--- src/rtl/linked_fifo_drain_if.sv ---
// Bundle between the drain stage, the upstream linked_fifo and the downstream consumer.
// master = drain stage, slave = environment driving linked_fifo flags/data and out_ready.
interface linked_fifo_drain_if #(
    parameter int unsigned WIDTH = 8,
    parameter int unsigned FIFOS = 8,
    parameter int unsigned ID_W  = $clog2(FIFOS)
);
    logic [FIFOS-1:0] fifo_en;
    logic             pop;
    logic [ID_W-1:0]  pop_fifo;
    logic             empty;
    logic [WIDTH-1:0] q;
    logic             out_valid;
    logic             out_ready;
    logic [WIDTH-1:0] out_data;
    logic [ID_W-1:0]  out_fifo;
    logic             busy;

    modport master (
        input  fifo_en, empty, q, out_ready,
        output pop, pop_fifo, out_valid, out_data, out_fifo, busy
    );

    modport slave (
        output fifo_en, empty, q, out_ready,
        input  pop, pop_fifo, out_valid, out_data, out_fifo, busy
    );
endinterface

--- src/rtl/linked_fifo_drain.sv ---
// Round-robin drain of linked_fifo into one valid/ready stream; pops are credit-limited
// against a 2-entry output buffer so backpressure never drops a popped word.
module linked_fifo_drain #(
    parameter int unsigned WIDTH = 8,
    parameter int unsigned FIFOS = 8
) (
    input  logic                 clk,
    input  logic                 rst,
    linked_fifo_drain_if.master  bus
);
    localparam int unsigned ID_W  = $clog2(FIFOS);
    localparam int unsigned OCC_W = 2;
    localparam int unsigned SUM_W = 3;

    logic [ID_W-1:0]  ptr_q, ptr_d;
    logic             infl_q, infl_d;
    logic [ID_W-1:0]  infl_id_q, infl_id_d;
    logic [OCC_W-1:0] occ_q, occ_d;
    logic             rd_q, rd_d;
    logic [WIDTH-1:0] data_q [2];
    logic [WIDTH-1:0] data_d [2];
    logic [ID_W-1:0]  id_q [2];
    logic [ID_W-1:0]  id_d [2];

    logic deq_c, credit_c, elig_c, pop_c, wr_idx_c;

    // Pop decision: the buffer must have room for everything already owed to it.
    always_comb begin
        deq_c    = (occ_q != '0) & bus.out_ready;
        credit_c = (SUM_W'(occ_q) + SUM_W'(infl_q) - SUM_W'(deq_c)) <= SUM_W'(1);
        elig_c   = !bus.empty & bus.fifo_en[ptr_q];
        pop_c    = rst & elig_c & credit_c;
    end

    always_comb begin
        ptr_d     = ptr_q + ID_W'(1);
        infl_d    = pop_c;
        infl_id_d = infl_id_q;
        occ_d     = occ_q + OCC_W'(infl_q) - OCC_W'(deq_c);
        rd_d      = rd_q ^ deq_c;
        data_d    = data_q;
        id_d      = id_q;
        // Tail slot is rd+occ mod 2; when full with a deq it reuses the departing head slot.
        wr_idx_c  = rd_q ^ occ_q[0];

        if (elig_c & !credit_c) begin
            ptr_d = ptr_q;
        end
        if (pop_c) begin
            infl_id_d = ptr_q;
        end
        if (infl_q) begin
            data_d[wr_idx_c] = bus.q;
            id_d[wr_idx_c]   = infl_id_q;
        end
    end

    always_ff @(posedge clk or negedge rst) begin
        if (!rst) begin
            ptr_q     <= '0;
            infl_q    <= 1'b0;
            infl_id_q <= '0;
            occ_q     <= '0;
            rd_q      <= 1'b0;
            data_q[0] <= '0;
            data_q[1] <= '0;
            id_q[0]   <= '0;
            id_q[1]   <= '0;
        end else begin
            ptr_q     <= ptr_d;
            infl_q    <= infl_d;
            infl_id_q <= infl_id_d;
            occ_q     <= occ_d;
            rd_q      <= rd_d;
            data_q    <= data_d;
            id_q      <= id_d;
        end
    end

    assign bus.pop       = pop_c;
    assign bus.pop_fifo  = ptr_q;
    assign bus.out_valid = (occ_q != '0);
    assign bus.out_data  = data_q[rd_q];
    assign bus.out_fifo  = id_q[rd_q];
    assign bus.busy      = infl_q | (occ_q != '0);
endmodule

--- src/flat_wrapper.sv ---
// flat-port wrapper written by rule: the top's interface ports become plain ports
module linked_fifo_drain_flat 
#(
    parameter int unsigned WIDTH = 8,
    parameter int unsigned FIFOS = 8
)
  (clk, rst, bus_fifo_en, bus_empty, bus_q, bus_out_ready, bus_pop, bus_pop_fifo, bus_out_valid, bus_out_data, bus_out_fifo, bus_busy);
  linked_fifo_drain_if #(.WIDTH(WIDTH), .FIFOS(FIFOS), .ID_W((3))) bus_i ();
  input  logic clk;
  input  logic rst;
  input wire logic [$bits(bus_i.fifo_en)-1:0] bus_fifo_en;
  input wire logic [$bits(bus_i.empty)-1:0] bus_empty;
  input wire logic [$bits(bus_i.q)-1:0] bus_q;
  input wire logic [$bits(bus_i.out_ready)-1:0] bus_out_ready;
  output wire logic [$bits(bus_i.pop)-1:0] bus_pop;
  output wire logic [$bits(bus_i.pop_fifo)-1:0] bus_pop_fifo;
  output wire logic [$bits(bus_i.out_valid)-1:0] bus_out_valid;
  output wire logic [$bits(bus_i.out_data)-1:0] bus_out_data;
  output wire logic [$bits(bus_i.out_fifo)-1:0] bus_out_fifo;
  output wire logic [$bits(bus_i.busy)-1:0] bus_busy;
  assign bus_i.fifo_en = bus_fifo_en;
  assign bus_i.empty = bus_empty;
  assign bus_i.q = bus_q;
  assign bus_i.out_ready = bus_out_ready;
  assign bus_pop = bus_i.pop;
  assign bus_pop_fifo = bus_i.pop_fifo;
  assign bus_out_valid = bus_i.out_valid;
  assign bus_out_data = bus_i.out_data;
  assign bus_out_fifo = bus_i.out_fifo;
  assign bus_busy = bus_i.busy;
  linked_fifo_drain #(.WIDTH(WIDTH), .FIFOS(FIFOS)) u_core (.clk(clk), .rst(rst), .bus(bus_i));
endmodule
--- config.mk ---
export PLATFORM = sky130hd
export DESIGN_NAME = linked_fifo_drain_flat
export DESIGN_NICKNAME = d
export VERILOG_FILES = /design/src/rtl/linked_fifo_drain_if.sv /design/src/rtl/linked_fifo_drain.sv /design/src/flat_wrapper.sv
export SDC_FILE = /design/constraint.sdc
export NUM_CORES = 1
export LEC_CHECK = 0
export BUFFER_PORTS_ARGS = -buffer_cell sky130_fd_sc_hd__buf_4
export CAP_MARGIN = 40
export CORE_MARGIN = 2
export CORE_UTILIZATION = 52
export CTS_CLUSTER_SIZE = 16
export DETAILED_ROUTE_END_ITERATION = 8
export PLACE_DENSITY = 0.78
export SETUP_SLACK_MARGIN = 0.05
export SLEW_MARGIN = 5
export SYNTH_ARGS = -nofsm -noshare
export SYNTH_HDL_FRONTEND = slang
export SYNTH_SLANG_ARGS = --single-unit
export TNS_END_PERCENT = 1
--- constraint.sdc ---
create_clock -name clk -period 3.7 [get_ports clk]
set_input_delay 0.37 -clock clk [delete_from_list [all_inputs] [get_ports clk]]
set_output_delay 0.37 -clock clk [all_outputs]
set_load 0.005 [all_outputs]
* Word-level counts from Yosys, hierarchy flattened
Cells that the tools add are included.
W data, S select, Z words.
** Storage, ports and cells
- Register bits after elaboration :: 32
- Word-level logic and storage cells :: 47
** Operators by class
- Add/sub/neg operators :: 5
- Magnitude comparators :: 5
- Multiplexer cells :: 14
- Bitwise logic cells :: 10
- Reductions and logical operators :: 4
** Operator list (number)
- $mux W8 :: 4
- $bwmux W16 :: 1
- $mux W3 :: 4
- $demux W8 S1 :: 1
- $bwmux W6 :: 1
- $and A1 B1 Y1 :: 5
- $ge A2 B2 Y1 const B :: 2
- $lt A3 B4 Y1 const B :: 1
- $not A1 Y2 :: 2
- $add A2 B1 Y3 :: 1
- $add A3 B1 Y3 const B :: 1
- $bmux W1 S3 :: 1
- $demux W3 S1 :: 1
- $le A3 B1 Y1 const B :: 1
- $sub A3 B1 Y3 :: 1
- $add A2 B1 Y2 :: 1
- $logic_not A1 Y1 :: 2
- $lt A2 B1 Y1 const B :: 1
- $reduce_bool A2 Y1 :: 1
- $sub A2 B1 Y2 :: 1
- $xor A1 B1 Y1 :: 2
- $logic_and A1 B1 Y1 :: 1
- $mux W1 :: 1
- $or A1 B1 Y1 :: 1

* Depth between registers and ports, before layout
Gate-level depths: netlist of the first run.
- Depth after elaboration :: 7
- Depth in mapped cells :: 10
- Depth with buffers taken out :: 10

* Worst setup path before layout of the first run
Ideal clock, no wire load.
- Kind :: register to output
- Start point :: register u_core.occ_q[1]
- End point :: output port bus_pop
- Arrival :: 2.278 ns
- Slack :: 1.052 ns
- Cell stages (with the launch flop) :: 11
- Path buffers :: 0
- Path through :: dfrtp_1 or2_2 and2_1 ha_1 inv_1 ha_1 fa_1 xor2_1 nor2b_1 nand4_2 inv_1
** On the way
- Cells in the longest elaborated chain, start to end :: 5
** RTL lines
- start, declared :: RTL line linked_fifo_drain.sv:18 : logic [OCC_W-1:0] occ_q, occ_d;
- start signal, assigned :: RTL line linked_fifo_drain.sv:63 : occ_q <= '0;
- start signal, assigned :: RTL line linked_fifo_drain.sv:73 : occ_q <= occ_d;
- $reduce_bool A2 Y1
- named net bus_out_valid :: RTL line flat_wrapper.sv:17 : output wire logic [$bits(bus_i.out_valid)-1:0] bus_out_valid;
- $and A1 B1 Y1 :: RTL line linked_fifo_drain.sv:29 : deq_c = (occ_q != '0) & bus.out_ready;
- $sub A3 B1 Y3 :: RTL line linked_fifo_drain.sv:30 : credit_c = (SUM_W'(occ_q) + SUM_W'(infl_q) - SUM_W'(deq_c)) <= SUM_W'(1);
- $le A3 B1 Y1 :: RTL line linked_fifo_drain.sv:30
- $and A1 B1 Y1 :: RTL line linked_fifo_drain.sv:32 : pop_c = rst & elig_c & credit_c;
- end, declared :: RTL line flat_wrapper.sv:15 : output wire logic [$bits(bus_i.pop)-1:0] bus_pop;
The timed path passes the listed nets, and every way through them passes these cells.

* Final worst setup path of the first run
- Start point :: register u_core.occ_q[1]
- End point :: output port bus_pop
** On the way
- Cells in the longest elaborated chain, start to end :: 5
** RTL lines (RTL line)
- parallel branches: the longest is 2 deep, another holds $add A2 B1 Y3
- $sub A3 B1 Y3 * :: linked_fifo_drain.sv:30
- $le A3 B1 Y1 * :: linked_fifo_drain.sv:30
- $and A1 B1 Y1 * :: linked_fifo_drain.sv:32
Mark *: on every way between the ends.

==> results of run 1 <==
Yosys cell counts (all sizes together):
cell	number	area (sq um)
or2	1	6.26
xnor2	1	8.76
or3	1	6.26
buf	4	25.0
ha	3	37.5
xor2	4	35.0
nand2b	2	12.5
a31oi	1	6.26
mux2i	4	40.0
nand2	1	3.75
dfrtp	32	801
inv	6	22.5
a22oi	1	7.51
mux2	37	417
fa	1	20.0
a221oi	1	15.0
nand3	1	5.00
nor2	1	3.75
nor2b	3	18.8
nand4	1	12.5
and2	2	12.5
flip-flops by register name, summed over array words and instances (netlist names):
name / count
u_core.data_q: 16
u_core.id_q: 6
u_core.bus.pop_fifo: 3
u_core.infl_id_q: 3
u_core.occ_q: 2
u_core.infl_q: 1
u_core.rd_q: 1
cells by family (layout without fill, tap and decap cells):
kind of cell	Yosys count	after routing	synth area share
AOI/OAI and AO/OA	3	3	0.0190
xor gates and xnor gates	5	5	0.0289
adders and majority gates	4	4	0.0380
buffers and inverters	10	51	0.0313
DFF	32	32	0.528
muxes	41	41	0.301
and+or+nand+nor	13	13	0.0536
metal layers:
layer	global-route usage	part of all wire	vias up
met3	0.0804	0.068	6
li1	-	-	460
met1	0.213	0.39	488
met4	0.0598	0.013	0
met2	0.347	0.53	29
met5	0	0	-
cells in the final DEF (no fill, tap or decap), drive strengths merged, types with 2 or more instances in the layout:
cell type | synthesis | routed
mux2 | 37 | 37
buf | 4 | 36
dfrtp | 32 | 32
inv | 6 | 6
clkbuf | 0 | 6
xor2 | 4 | 4
mux2i | 4 | 4
nor2b | 3 | 3
ha | 3 | 3
and2 | 2 | 2
nand2b | 2 | 2
clkinv | 0 | 2
worst max-delay path: stages (launching register included):
cell	delay (ns)
sky130_fd_sc_hd__dfrtp_1	0.43
sky130_fd_sc_hd__or2_2	0.31
sky130_fd_sc_hd__and2_1	0.19
sky130_fd_sc_hd__ha_1	0.27
sky130_fd_sc_hd__inv_1	0.04
sky130_fd_sc_hd__ha_1	0.19
sky130_fd_sc_hd__fa_1	0.38
sky130_fd_sc_hd__xor2_1	0.18
sky130_fd_sc_hd__nor2b_1	0.19
sky130_fd_sc_hd__nand4_2	0.18
sky130_fd_sc_hd__inv_1	0.15
sky130_fd_sc_hd__buf_4	0.12
per-stage QoR:
step / hold slack (ns) / std cells
3_5_place_dp: 0.332 / 171
3_3_place_gp: 0.323 / 171
2_1_floorplan: 0.0744 / 108
4_1_cts: 0.269 / 180
5_1_grt: 0.246 / 180
6_report: 0.277 / 180
power groups by stage:
stage	Combinational, W	Sequential [W]	Clock [W]
2_1_floorplan	0.000515	0.000611	0
3_3_place_gp	0.000709	0.000664	0
3_5_place_dp	0.000736	0.000685	0
4_1_cts	0.000740	0.000678	0.000213
5_1_grt	0.000804	0.000704	0.000234
6_report	0.000727	0.000676	0.000204
worst paths after layout:
kind,start,to,slack [ns],cells past startpoint
min in group asynchronous,rst,u_core.data_q[10]$_DFFE_PN0P_,0.51,2
max in group asynchronous,rst,u_core.id_q[3]$_DFFE_PN0P_,2.89,2
worst max-delay path,u_core.occ_q[1]$_DFF_PN0_,bus_pop,0.38,11
worst min register to register,u_core.data_q[4]$_DFFE_PN0P_,u_core.data_q[4]$_DFFE_PN0P_,0.51,1
worst min-delay path,bus_q[6],u_core.data_q[6]$_DFFE_PN0P_,0.28,2
worst max register to register,u_core.occ_q[1]$_DFF_PN0_,u_core.infl_id_q[2]$_DFFE_PN0P_,0.92,10
final cells by class:
class	count	area, sq um
Fill cell	225	886
Sequential cell	32	801
Multi-Input combinational cell	66	668
Timing Repair Buffer	37	280
Clock buffer	6	51.3
Tap cell	31	38.8
Inverter	6	22.5
Clock inverter	2	10.0
timing repair:
| action | in CTS | in global routing |
|---|---|---|
| endpoints found under the hold margin | 32 | 0 |
| resized for setup | 0 | 0 |
| hold buffers | 1 | 0 |
==> impl_metrics.tcl, run 1 <==
set metrics [dict create \
    max_clock_freq_mhz 302 \
    postSynthNetCount 132 \
    vias 983 \
    route.detailed.drc 0 \
    cts_setup_buffers 0 \
    comb_power_share 0.453 \
    power.sequential.fraction 0.421 \
    drtPass1Iterations 2 \
    p_sw_w 0.000524 \
    cts_made_buffers 5 \
    insertedDiodeCount 0 \
    proportion_of_layout_cells_with_a_drive_suffix_above_1 0.564 \
    final_core_utilization 0.679 \
    drt-wirelength-per-cell_um 15.1 \
    die-width_um 58 \
    final_area_sq_um 1870 \
    grt_pass1_wl_mm 4.75 \
    tightest_slew_ns 0.571 \
    finalHoldViolCount 0 \
    cell_internal_power_w 0.00108 \
    drv_slew 0 \
    ys_types 23 \
    status "complete, no violations" \
    place_congestion 0.673 \
    fp.dieArea_sq_um 3360 \
    finalSetupViolations 0 \
    grtUsageTotal 0.196 \
    drt-vias-per-instance 5.46 \
    tritoncts "yes" \
    num_io_pins 37 \
    numClockSinks 32 \
    max_cap_violations 0 \
    ir_worst_vdd_mv 0.588 \
    post-route-worst-setup-slack_ns 0.384 \
    area.growth.synth_to_final_pct 23.4 \
    port_buffers 36 \
    mappedNetlistArea_sq_um 1520 \
    final.period_utilization 0.896 \
    critPathCaptureType "primary output" \
    power_per_cell_area_nw_per_um2 859 \
    clock_tree.root_cell "sky130_fd_sc_hd__clkbuf_4" \
    finClkSkew_ns 0.00510 \
    timing.critical_path.arrival_ns 2.95 \
    cp_data_required_time_ns 3.33 \
    dpl.hpwl_mm 1.97 \
    cts.htree.levels 2 \
    initial_utilization 0.550 \
    remaining_global_route_overflow 0 \
    timing.critical_path.from_type "register" \
    timing.final.crit_period_ns 3.32 \
    core_sq_um 2760 \
    dieHeight_um 58 \
    synth_sequential_area_ratio 0.528 \
    pre_cts_ws_ns 0.761 \
    drt_wl_total_mm 2.72 \
    cts-root-to-sink-buffers 2 \
    final.setup.tns_ns 0 \
    syn_avg_cell_area_sq_um 14.0 \
    switching_share 0.326 \
    synth_cells 108 \
    clock_latency_ns 0.33 \
    pnr_total_power_w 0.00161 \
    synth_warnings 0 \
    timing.hold.worst.class "in -> reg" \
    row_count 19 \
    antenna_found_initial 0 \
    power_leakage_nw 0.906 \
    clockPowerShare 0.127 \
    slew_headroom 0.619 \
    vias_in_the_first_global_route 1065 \
    ys_ff_latch 32 \
    critical_path_peak_fanout 4 \
    largest_net_degree_at_the_start_of_global_routing 34 \
    clk_pin_slew_worst_paths_ns 0.10 \
    placedInstanceArea_sq_um 1800 \
    detail_route.iter0.violations 28 \
    antenna_violating_nets_post_route 0 \
    path_type_of_the_worst_setup_path "reg -> out" \
    finish.net_count 172 \
    rsz_0062_raised_after_global_routing "no" \
]
(Power assumes the default switching activity.)
==> inputs of run 2 (changes only) <==
--- a/config.mk
+++ b/config.mk
@@ -7,7 +7,6 @@
 export LEC_CHECK = 0
 export BUFFER_PORTS_ARGS = -buffer_cell sky130_fd_sc_hd__buf_4
 export CAP_MARGIN = 40
-export CORE_MARGIN = 2
 export CORE_UTILIZATION = 52
 export CTS_CLUSTER_SIZE = 16
 export DETAILED_ROUTE_END_ITERATION = 8
==> run 2 against run 1 <==
  * Maximum frequency increased by 2.3%
  * Critical path type unchanged
  * Utilization decreased by 0.54 points
  * Die area down 6.8%
  * Setup slack better by 0.075 ns
==> impl_metrics.tcl, run 2 (synthesis gave the netlist of run 1 again) <==
set metrics [dict create \
    status "complete, no violations" \
    cts_setup_buffers 0 \
    detail_route.iter0.violations 10 \
    largest_net_degree_at_the_start_of_global_routing 34 \
    initial_utilization 0.550 \
    clock_latency_ns 0.32 \
    vias 945 \
    drt_wl_total_mm 2.52 \
    die-width_um 56 \
    placedInstanceArea_sq_um 1800 \
    drtPass1Iterations 4 \
    proportion_of_layout_cells_with_a_drive_suffix_above_1 0.554 \
    finalSetupViolations 0 \
    remaining_global_route_overflow 0 \
    drv_slew 0 \
    critPathCaptureType "primary output" \
    grtUsageTotal 0.190 \
    drt-wirelength-per-cell_um 14.1 \
    numClockSinks 32 \
    port_buffers 36 \
    timing.critical_path.from_type "register" \
    timing.hold.worst.class "in -> reg" \
    final.setup.tns_ns 0 \
    core_sq_um 2760 \
    max_clock_freq_mhz 309 \
    registers_with_the_highest_flip_flop_counts "u_core.data_q x16, u_core.id_q x6" \
    slew_headroom 0.604 \
    pnr_total_power_w 0.00157 \
    critical_path_peak_fanout 4 \
    layout.cells.most_common "sky130_fd_sc_hd__mux2_2" \
    clk_pin_slew_worst_paths_ns 0.09 \
    finalHoldViolCount 0 \
    cp_data_required_time_ns 3.33 \
    final.period_utilization 0.876 \
    finish.net_count 172 \
    worstReg2RegStart "u_core.occ_q[1]$_DFF_PN0_" \
    clock_tree.root_cell "sky130_fd_sc_hd__clkbuf_4" \
    timing.critical_path.arrival_ns 2.87 \
    cts-root-to-sink-buffers 2 \
    tritoncts "yes" \
    drt-vias-per-instance 5.28 \
    grt_pass1_wl_mm 4.46 \
    crit_path_start "u_core.occ_q[1]$_DFF_PN0_" \
    vias_in_the_first_global_route 1012 \
    placedCellCount 171 \
    layout_common_cells "sky130_fd_sc_hd__mux2_2 (37), sky130_fd_sc_hd__buf_4 (36), sky130_fd_sc_hd__dfrtp_1 (32), sky130_fd_sc_hd__inv_1 (6), sky130_fd_sc_hd__clkbuf_4 (5)" \
    final_area_sq_um 1860 \
    timing.final.crit_period_ns 3.24 \
    dpl.hpwl_mm 1.82 \
    area.growth.synth_to_final_pct 22.4 \
    worst_hold_startpoint "bus_q[6]" \
    num_io_pins 37 \
    cts_made_buffers 5 \
    post_layout_nonfiller_instances 179 \
    cts.htree.levels 2 \
    power_leakage_nw 0.896 \
    path_type_of_the_worst_setup_path "reg -> out" \
    fp.dieArea_sq_um 3140 \
    power_per_cell_area_nw_per_um2 845 \
    place_congestion 0.648 \
    insertedDiodeCount 0 \
    tightest_slew_ns 0.594 \
    row_count 19 \
    largest_register_ffs 16 \
    dieHeight_um 56 \
    rsz_0062_raised_after_global_routing "no" \
    finClkSkew_ns 0.00702 \
    antenna_found_initial 0 \
    antenna_violating_nets_post_route 0 \
    route.detailed.drc 0 \
    ir_worst_vdd_mv 0.591 \
    regMostFlops "u_core.data_q" \
    max_cap_violations 0 \
]
[run 2: layer usage]
metal  vias up  global-route usage  routed length [um]
met1       455               0.213                 983
met5         -                   0                   0
met2        32               0.325                1320
met4         0              0.0627                  42
li1        453                   -                   -
met3         5              0.0791                 175
[run 2: final timing paths]
| path | end | slack, ns | cells after the start |
|---|---|---|---|
| worst max-delay path | bus_pop | 0.46 | 11 |
| worst min-delay path | u_core.data_q[14]$_DFFE_PN0P_ | 0.28 | 2 |
| worst max register to register | u_core.infl_id_q[2]$_DFFE_PN0P_ | 0.95 | 10 |
| worst min register to register | u_core.id_q[3]$_DFFE_PN0P_ | 0.51 | 1 |
| max in group asynchronous | u_core.infl_id_q[0]$_DFFE_PN0P_ | 2.88 | 2 |
| min in group asynchronous | u_core.data_q[14]$_DFFE_PN0P_ | 0.51 | 2 |
[run 2: final cells by class]
type                    instances  area (sq um)
inverters                       6          22.5
well taps                      31          38.8
multi-input cells              66           668
fillers                       220           901
clock buffers                   6          41.3
flip-flops and latches         32           801
clock inverters                 1          5.00
repair buffers                 37           280
[run 2: where the power goes]
part           leakage, nW  switching (W)  internal, W
clock               0.0281       0.000107    0.0000698
sequential           0.386       0.000149     0.000522
combinational        0.482       0.000251     0.000471
[run 2: timing repair]
action	in CTS	in global routing
gates resized for setup	0	0
endpoints found under the hold margin	32	0
setup endpoints to repair	0	0
hold buffers	1	0
[run 2: through the flow]
step | hold WS (ns) | setup slack, ns | util
after floorplan | 0.0744 | 1.05 | -
after global routing | 0.256 | 0.261 | 0.673
after global placement | 0.322 | 0.895 | 0.653
after CTS | 0.265 | 0.419 | 0.673
after detailed placement | 0.337 | 0.784 | 0.653
final | 0.280 | 0.459 | 0.673
[run 2: worst max-delay path, stage by stage, from the launching register on]
cell and delay (ns):
sky130_fd_sc_hd__dfrtp_1 0.41, sky130_fd_sc_hd__or2_2 0.31, sky130_fd_sc_hd__and2_1 0.19, sky130_fd_sc_hd__ha_1 0.27, sky130_fd_sc_hd__inv_1 0.04, sky130_fd_sc_hd__ha_1 0.19, sky130_fd_sc_hd__fa_1 0.38, sky130_fd_sc_hd__xor2_1 0.19
sky130_fd_sc_hd__nor2b_1 0.18, sky130_fd_sc_hd__nand4_2 0.17, sky130_fd_sc_hd__inv_1 0.12, sky130_fd_sc_hd__buf_4 0.11
